### src/rtl/pc_fetch_ctrl.sv
// IF-stage sequencer: drives the PC register controls and a single-outstanding
// SRAM-like fetch bus, with delayed-branch, exception redirect and stall buffering.
module pc_fetch_ctrl #(
    parameter logic [31:0] RESET_PC = 32'hBFC00000
) (
    input  logic        clk,
    input  logic        rst,
    input  logic [31:0] pc_cur,
    output logic        pc_en,
    output logic [31:0] pc_next,
    output logic        pc_flush,
    output logic [31:0] pc_new,
    output logic        inst_req,
    output logic [31:0] inst_addr,
    input  logic        inst_addr_ok,
    input  logic        inst_data_ok,
    input  logic [31:0] inst_rdata,
    input  logic        stall_in,
    input  logic        branch_valid,
    input  logic [31:0] branch_target,
    input  logic        exc_valid,
    input  logic [31:0] exc_pc,
    output logic        if_valid,
    output logic [31:0] if_inst,
    output logic [31:0] if_pc
);

    typedef enum logic [2:0] {
        IDLE    = 3'd0,
        REQ     = 3'd1,
        WAIT    = 3'd2,
        HOLD    = 3'd3,
        DISCARD = 3'd4
    } state_t;

    state_t      state_q;
    logic        br_pend_q;
    logic [31:0] br_tgt_q;
    logic [31:0] buf_inst_q;
    logic [31:0] buf_pc_q;

    logic active;
    logic exc;
    logic deliver;

    assign active = (state_q != IDLE);
    assign exc    = exc_valid && active;

    // An exception in the same cycle wins over any delivery.
    assign deliver = !exc &&
                     (((state_q == WAIT) && inst_data_ok && !stall_in) ||
                      ((state_q == HOLD) && !stall_in));

    always_comb begin
        inst_req  = (state_q == REQ);
        inst_addr = (state_q == REQ) ? pc_cur : 32'd0;
        pc_flush  = exc;
        pc_new    = exc ? exc_pc : 32'd0;
        pc_en     = deliver;
        pc_next   = 32'd0;
        if (active) begin
            pc_next = br_pend_q ? br_tgt_q : (pc_cur + 32'd4);
        end
        if_valid  = deliver;
        if_inst   = 32'd0;
        if_pc     = 32'd0;
        if (deliver) begin
            if_inst = (state_q == HOLD) ? buf_inst_q : inst_rdata;
            if_pc   = (state_q == HOLD) ? buf_pc_q   : pc_cur;
        end
    end

    always_ff @(posedge clk or posedge rst) begin
        if (rst) begin
            state_q    <= IDLE;
            br_pend_q  <= 1'b0;
            br_tgt_q   <= 32'd0;
            buf_inst_q <= 32'd0;
            buf_pc_q   <= 32'd0;
        end else if (exc) begin
            br_pend_q  <= 1'b0;
            br_tgt_q   <= 32'd0;
            buf_inst_q <= 32'd0;
            buf_pc_q   <= 32'd0;
            case (state_q)
                REQ:     state_q <= inst_addr_ok ? DISCARD : REQ;
                WAIT:    state_q <= inst_data_ok ? REQ : DISCARD;
                HOLD:    state_q <= REQ;
                DISCARD: state_q <= inst_data_ok ? REQ : DISCARD;
                default: state_q <= REQ;
            endcase
        end else begin
            // Clear on delivery only if pending before this cycle; a branch arriving
            // now (with nothing pending) applies after the next delivered instruction.
            if (deliver && br_pend_q) begin
                br_pend_q <= 1'b0;
            end
            if (active && branch_valid && !br_pend_q) begin
                br_pend_q <= 1'b1;
                br_tgt_q  <= branch_target;
            end
            case (state_q)
                IDLE: state_q <= REQ;
                REQ: begin
                    if (inst_addr_ok) state_q <= WAIT;
                end
                WAIT: begin
                    if (inst_data_ok) begin
                        if (stall_in) begin
                            buf_inst_q <= inst_rdata;
                            buf_pc_q   <= pc_cur;
                            state_q    <= HOLD;
                        end else begin
                            state_q <= REQ;
                        end
                    end
                end
                HOLD: begin
                    if (!stall_in) state_q <= REQ;
                end
                DISCARD: begin
                    if (inst_data_ok) state_q <= REQ;
                end
                default: state_q <= IDLE;
            endcase
        end
    end

    a_reset_pc: assert property (@(posedge clk) disable iff (rst)
        (state_q == IDLE) |=> (pc_cur == RESET_PC));

    a_en_flush: assert property (@(posedge clk) disable iff (rst)
        !(pc_en && pc_flush));

endmodule
### config.mk
export PLATFORM = sky130hd
export DESIGN_NAME = pc_fetch_ctrl
export DESIGN_NICKNAME = d
export VERILOG_FILES = /design/src/rtl/pc_fetch_ctrl.sv
export SDC_FILE = /design/constraint.sdc
export NUM_CORES = 1
export LEC_CHECK = 0
export CORE_MARGIN = 2
export CORE_UTILIZATION = 38
export CTS_CLUSTER_SIZE = 25
export DETAILED_ROUTE_END_ITERATION = 10
export PLACE_DENSITY_LB_ADDON = 0.25
export SLEW_MARGIN = 20
export SYNTH_ARGS = -nofsm -noshare
export SYNTH_HDL_FRONTEND = slang
export SYNTH_SLANG_ARGS = --single-unit
### constraint.sdc
create_clock -name clk -period 3.4 [get_ports clk]
set_clock_uncertainty 0.15 [all_clocks]
set_input_delay 0.68 -clock clk [delete_from_list [all_inputs] [get_ports clk]]
set_output_delay 0.68 -clock clk [all_outputs]
set_load 0.05 [all_outputs]
==> Flow_metrics.wiki, run 1 <==
{| class="wikitable"
! Metric !! Value
|-
| Status || complete, no violations
|-
| Worst Hold Path Cells || 1
|-
| Routed via count divided by cell count || roughly 5.5
|-
| Fmax achieved || between 200 and 300 MHz
|-
| Unique cell type count in the Yosys netlist || 47
|-
| Overall die area || around 18,000 um2
|-
| RD Place Congestion || about 0.88
|-
| R2R depth || 6
|-
| Number of buffers inserted for hold repair after clock tree synthesis || 0
|-
| First DRT Iteration DRCs || around 450
|-
| Syn_area_per_cell || 7.42 um2
|-
| Largest net degree at the start of global routing || between 60 and 70
|-
| First-pass GRT wire length || a little over 40 mm
|-
| Final std cell area, no fill || 12,300 um2
|-
| Hold Crit Endpoint || br_tgt_q[26]$_DFFE_PP0P_
|-
| Maximum buffer depth of the clock tree || 2
|-
| Final slew viol count || 0
|-
| Reg2Reg Setup Slack || 1.15 ns
|-
| Crit Path Max Fanout || 7
|-
| Final Hold Violating Endpoints || 0
|-
| Static Leak || roughly 5.2 nW
|-
| Required time of the critical path || 2.57 ns
|-
| Max transition margin || 0.466
|-
| All-layer global routing usage || 0.296
|-
| Count of TritonRoute iterations in the first routing pass || 5
|-
| Remaining routing DRC violations || 0
|-
| Number of warnings reported in the yosys synthesis log || 0
|-
| Post-route setup TNS || 0 ns
|-
| Total of max-cap violations || 0
|-
| Slew at the pin with the worst max-slew slack || 0.800 ns
|-
| Clock tree root buffer cell || clkbuf_16
|-
| Worst flop-to-flop path endpoint || br_tgt_q[18]$_DFFE_PP0P_
|-
| Post-synth net total || 986
|-
| Peak ir drop on the vdd network || ~0.49 mV
|-
| Num CTS Buffers || 9
|-
| CORE AREA || about 16,000 um2
|-
| Post-route antenna net violation count || 0
|-
| Synthesized instance count || 850
|-
| Proportion of synthesized chip area in sequential cells || 0.397
|-
| Start of the worst register-to-register path || state_q[1]$_DFFE_PP0P_
|-
| I/O pin count || around 300
|-
| Fill cell count || ~1,100
|-
| Most frequent cells in the layout || nand2_1 (267), buf_12 (135), buf_4 (113)
|-
| Routed WL per cell || ~19 um
|-
| Final Routed Wirelength || between 20 and 30 mm
|-
| Antenna diode instance count || 0
|-
| Startpoint of the worst hold path || br_tgt_q[26]$_DFFE_PP0P_
|-
| Flop and latch count out of synthesis || 100
|-
| Starting density of the core || 0.385
|-
| Clock tree from TritonCTS || yes
|-
| Power per unit of standard cell area || ~630 nW/um2
|-
| P&R area growth vs syn || 95.3%
|-
| CP Class || in2out
|-
| CP endpoint kind || primary output
|-
| Most common cell after layout, fill and taps aside || nand2_1
|-
| Hold WC Path Type || reg2reg
|-
| CP startpoint kind || input pin
|-
| Mapped Area || ~6300 um2
|-
| Port Buffers || between 200 and 300
|-
| Final HPWL DP || approximately 18 mm
|-
| Area after detailed placement || 11,200 um2
|-
| Die Wd || around 130 um
|-
| Register clock-pin slew on the reported worst setup and hold paths || ~0.070 ns
|-
| Height of the die || approximately 130 um
|-
| Number of antenna violations at the first check in global routing || 0
|-
| Total setup violations reported at the end of the flow || 0
|-
| Share of layout cells above drive strength 1 || 0.340
|-
| Vias after detailed routing || approximately 7,700
|-
| Clock sinks || 100
|-
| Min setup slack post-route || ~0.025 ns
|-
| H-tree Lvls || 3
|-
| Count of nets after finishing || ~1,300
|-
| Final worst path period share || 0.993
|-
| Worst setup slack after placement || -0.441 ns
|-
| Critical Path AT || 2.55 ns
|-
| Number of global-route vias before repair || around 7,500
|-
| Min Clock Period, post-route || roughly 3.4 ns
|-
| Std-Cell Rows || 47
|-
| Clk_lat worst skew || around 0.36 ns
|-
| Grt ovf || 0
|}
## sequential cells by signal, summed over array words and instances, names as in the netlist
register	flops
state_q	3
buf_pc_q	32
buf_inst_q	32
br_tgt_q	32
br_pend_q	1
## power by group
part,switching [W],leakage [nW],total [W],internal [W]
Clock,0.000520,0.135,0.00104,0.000516
Sequential,0.000120,1.37,0.00147,0.00135
Combinational,0.00321,3.66,0.00529,0.00209
Total,0.00385,5.16,0.00780,0.00395
## cells by family after synthesis
kind of cell	synth area share
flops	0.397
mux	0.00476
compound gates	0.216
xor+xnor	0.0208
simple gates	0.295
buf+inv	0.0652
fa+ha+maj	0.00198
## synth_stat cells, drive strengths merged
master	count	share of area
a211oi	5	0.0059
a21oi	142	0.11
a221oi	1	0.0014
a22o	32	0.044
a31o	1	0.0014
a31oi	14	0.014
a32oi	1	0.0014
and2	33	0.033
and3	36	0.036
and4	6	0.0085
buf	16	0.017
clkbuf	67	0.042
clkdlybuf4s25	1	0.0016
clkinv	1	0.00059
dfrtp	100	0.40
dlygate4sd3	1	0.0016
ha	1	0.0020
inv	5	0.0030
mux2i	3	0.0048
nand2	270	0.16
nand2b	1	0.00099
nand3	15	0.012
nand3b	1	0.0012
nand4	10	0.0099
nor2	11	0.0065
nor2b	3	0.0030
nor3	2	0.0016
nor4	2	0.0020
o21ai	27	0.021
o31ai	11	0.013
or3	3	0.0032
or4	12	0.015
or4b	1	0.0016
xnor2	3	0.0042
xor2	12	0.017
## through the flow
step | total power (W) | hold WS, ns | utilization | std cells
2_1_floorplan | 0.00434 | 0.318 | - | 850
3_3_place_gp | 0.00654 | 0.335 | 0.683 | 1361
3_5_place_dp | 0.00658 | 0.337 | 0.683 | 1361
4_1_cts | 0.00777 | 0.356 | 0.744 | 1390
5_1_grt | 0.00808 | 0.369 | 0.751 | 1394
6_report | 0.00780 | 0.355 | 0.751 | 1394
## worst max-delay path, cell delays in order
cell	delay [ns]
dlygate4sd2_1	0.23
nand2_1	0.09
or4_4	0.59
or4_4	0.58
a31oi_4	0.21
buf_12	0.16
## worst max-delay path by stage
stage / from / end / depth (start not counted)
finish: pc_cur[23] / pc_next[28] / 6
global route: pc_cur[12] / pc_next[31] / 7
CTS: pc_cur[10] / pc_next[26] / 7
detailed placement: pc_cur[21] / pc_next[30] / 6
global placement: pc_cur[21] / pc_next[30] / 6
floorplan: inst_data_ok / if_pc[22] / 6
## routing by layer
| metal | track usage | wire [um] | part of all wire | vias to the layer above |
|---|---|---|---|---|
| li1 | - | - | - | 3549 |
| met1 | 0.384 | 10700 | 0.40 | 3740 |
| met4 | 0.122 | 951 | 0.036 | 0 |
| met2 | 0.478 | 12800 | 0.48 | 368 |
| met3 | 0.0667 | 2140 | 0.080 | 56 |
| met5 | 0 | 0 | 0 | - |
## layout make-up
cell class,instances,area [um2],area share
inverters,6,26.3,0.00213
clock inverters,7,70.1,0.00568
clock buffers,9,225,0.0183
well taps,220,275,0.0223
multi-input cells,659,4170,0.338
repair buffers,393,5060,0.411
flip-flops and latches,100,2500,0.203
## what timing repair did
action / 4_1_cts / 5_1_grt
setup endpoints to repair: 82 / 17
gates resized for setup: 138 / 28
pin swaps: 19 / 11
endpoints found under the hold margin: 0 / 0
gates cloned: 3 / 0
setup buffers: 10 / 4
Power figures use the tool's default switching activity.
==> inputs of run 2 (changes only) <==
--- a/config.mk
+++ b/config.mk
@@ -5,10 +5,11 @@
 export SDC_FILE = /design/constraint.sdc
 export NUM_CORES = 1
 export LEC_CHECK = 0
-export CORE_MARGIN = 2
+export CORE_MARGIN = 1
 export CORE_UTILIZATION = 38
 export CTS_CLUSTER_SIZE = 25
 export DETAILED_ROUTE_END_ITERATION = 10
+export HOLD_SLACK_MARGIN = 0.15
 export PLACE_DENSITY_LB_ADDON = 0.25
 export SLEW_MARGIN = 20
 export SYNTH_ARGS = -nofsm -noshare
==> run 2 against run 1 <==
  * Utilization increased by 2.2 points
  * Fmax down 0.54%
  * Global-route usage up 1.1 points
  * Cell count fell by 0.14%
  * Sequential power about the same
  * Die area decreased by 3.0%
  * Total power up 0.88%
  * Worst setup slack worse by 0.018 ns
  * Non-clock buffer count is the same
  * Sequential share of layout area decreased by 0.15 points
  * Via count up 0.93%
  * Combinational power is 1% higher
  * Critical path type unchanged
  * Largest power group unchanged
==> Flow_metrics.wiki, run 2 (synthesis gave the netlist of run 1 again) <==
{| class="wikitable"
! Metric !! Value
|-
| Status || complete, no violations
|-
| Power per unit of standard cell area || 634 nW/um2 (+0.12%)
|-
| Static Leak || 5.21 nW (+0.87%)
|-
| Num CTS Buffers || 9 (unchanged)
|-
| P&R area growth vs syn || 96.8%
|-
| Critical Path AT || 2.56 ns (about the same)
|-
| Clk_lat worst skew || 0.35 ns (about the same)
|-
| R2R depth || 5 (-1)
|-
| Final slew viol count || 0 (unchanged)
|-
| All-layer global routing usage || 0.307 (+0.0108)
|-
| Peak ir drop on the vdd network || 0.521 mV (+6.3%)
|-
| Register clock-pin slew on the reported worst setup and hold paths || 0.07 ns (about the same)
|-
| Count of nets after finishing || 1,305 (unchanged)
|-
| Maximum buffer depth of the clock tree || 2 (unchanged)
|-
| Slew at the pin with the worst max-slew slack || 0.715 ns (-0.0851 ns)
|-
| Hold WC Path Type || reg2reg
|-
| RD Place Congestion || 0.905 (+3.2%)
|-
| Min setup slack post-route || 0.00660 ns (-0.0183 ns)
|-
| Startpoint of the worst hold path || br_tgt_q[15]$_DFFE_PP0P_
|-
| Number of antenna violations at the first check in global routing || 2 (+2)
|-
| Number of global-route vias before repair || 7,301 (-3.1%)
|-
| CORE AREA || 16,100 um2 (-2.1%)
|-
| Worst Hold Path Cells || 1 (unchanged)
|-
| Slowest-stage cell, CP || clkdlybuf4s50_1
|-
| Starting density of the core || 0.393 (+0.00836)
|-
| CP endpoint kind || primary output
|-
| Clock sinks || 100 (unchanged)
|-
| Crit Path Max Fanout || 6 (-1)
|-
| Worst path cell trace || clkdlybuf4s50_1 > and4_4 > nand2_2 > buf_4 > or3_1 > a31oi_2 > buf_12
|-
| Fmax achieved || 295 MHz (-0.54%)
|-
| Std-Cell Rows || 46 (-2.1%)
|-
| Registers with the most flip-flops || br_tgt_q (32), buf_inst_q (32), buf_pc_q (32)
|-
| Hold Crit Endpoint || br_tgt_q[15]$_DFFE_PP0P_
|-
| Grt ovf || 0 (unchanged)
|-
| First-pass GRT wire length || 40.2 mm (-3.2%)
|-
| Remaining routing DRC violations || 0 (unchanged)
|-
| Overall die area || 17,100 um2 (-3.0%)
|-
| Largest net degree at the start of global routing || 101 (+55%)
|-
| Port Buffers || 298 (unchanged)
|-
| CP startpoint kind || input pin
|-
| Utilization after layout || 0.773 (+0.0222)
|-
| Routed WL per cell || 19.7 um (+3.0%)
|-
| Worst setup slack after placement || -0.409 ns (+0.0313 ns)
|-
| Required time of the critical path || 2.57 ns (about the same)
|-
| Share of layout cells above drive strength 1 || 0.341 (+0.000852)
|-
| PnR Total Power || 0.00787 W (+0.88%)
|-
| Most common cell after layout, fill and taps aside || nand2_1
|-
| Min Clock Period, post-route || 3.39 ns (+0.0183 ns)
|-
| Final HPWL DP || 17.8 mm (+0.23%)
|-
| Total of max-cap violations || 0 (unchanged)
|-
| First DRT Iteration DRCs || 606 (+36%)
|-
| Final worst path period share || 0.998 (+0.00537)
|-
| Height of the die || 131 um (-1.5%)
|-
| H-tree Lvls || 3 (unchanged)
|-
| Worst flop-to-flop path endpoint || br_tgt_q[11]$_DFFE_PP0P_
|-
| Max transition margin || 0.523 (+0.0575)
|-
| Vias after detailed routing || 7,785 (+0.93%)
|-
| Final Hold Violating Endpoints || 0 (unchanged)
|-
| I/O pin count || 299 (unchanged)
|-
| Delay of the slowest cell on the worst path || 0.50 ns (-0.09 ns)
|-
| Most frequent cells in the layout || nand2_1 (267), buf_12 (136), buf_4 (112)
|-
| CP Class || in2out
|-
| Routed via count divided by cell count || 5.59 (+1.1%)
|-
| Final Routed Wirelength || 27.4 mm (+2.8%)
|-
| Post-route antenna net violation count || 0 (unchanged)
|-
| Count of TritonRoute iterations in the first routing pass || 5 (unchanged)
|-
| Clock tree from TritonCTS || yes
|-
| Total setup violations reported at the end of the flow || 0 (unchanged)
|-
| Die Wd || 131 um (-1.5%)
|-
| Clock tree root buffer cell || clkbuf_16
|-
| Reg2Reg Setup Slack || 0.96 ns (-0.19 ns)
|-
| Start of the worst register-to-register path || state_q[2]$_DFFE_PP0P_
|}
==> run 2: what timing repair did <==
| item | 4_1_cts | 5_1_grt |
|---|---|---|
| hold endpoints to repair | 0 | 0 |
| buffers inserted | 8 | 7 |
| cloned | 4 | 0 |
| pin swaps | 15 | 14 |
| hold buffers | 0 | 0 |
| gates resized for setup | 153 | 34 |
| endpoints found under the setup margin | 82 | 14 |
==> run 2: through the flow <==
step	hold slack, ns	TNS (ns)	cells	area, um2
after global placement	0.334	-12.56	1355	11200
after floorplan	0.318	-5.15	850	6470
after CTS	0.356	-0.0913	1383	12300
after detailed placement	0.336	-13.96	1355	11200
final	0.356	0	1392	12400
after global routing	0.371	-0.0603	1392	12400
==> run 2: worst max-delay path: cells and delay by family <==
family / cells / cell delay, ns
simple gates: 3 / 0.77
buf+inv: 3 / 0.84
compound gates: 1 / 0.26
==> run 2: per-layer routing <==
layer / vias up / track usage / wire (um)
met5: - / 0 / 0
met4: 0 / 0.144 / 1120
met3: 93 / 0.0851 / 2480
met2: 403 / 0.497 / 13100
met1: 3738 / 0.379 / 10600
li1: 3551 / - / -
==> run 2: how the worst max path moves through the flow <==
stage / start / to / cells past startpoint
6_report: pc_cur[5] / pc_next[19] / 7
5_1_grt: pc_cur[5] / pc_next[30] / 7
4_1_cts: pc_cur[10] / pc_next[20] / 7
3_5_place_dp: pc_cur[21] / pc_next[30] / 7
3_3_place_gp: pc_cur[21] / pc_next[28] / 7
2_1_floorplan: inst_data_ok / if_pc[22] / 6
==> run 2: power breakdown <==
group / internal [W] / switching, W / leakage (nW)
clock: 0.000518 / 0.000521 / 0.146
sequential: 0.00135 / 0.000123 / 1.37
combinational: 0.00212 / 0.00324 / 3.69
total: 0.00399 / 0.00388 / 5.21
==> run 2: layout make-up <==
class | count | area (um2)
timing repair buffer | 393 | 5060
clock inverter | 7 | 72.6
fill | 1044 | 3640
tap | 216 | 270
antenna | 2 | 5.00
sequential | 100 | 2500
clock buffer | 9 | 225
multi-input combinational | 659 | 4260
inverter | 6 | 26.3
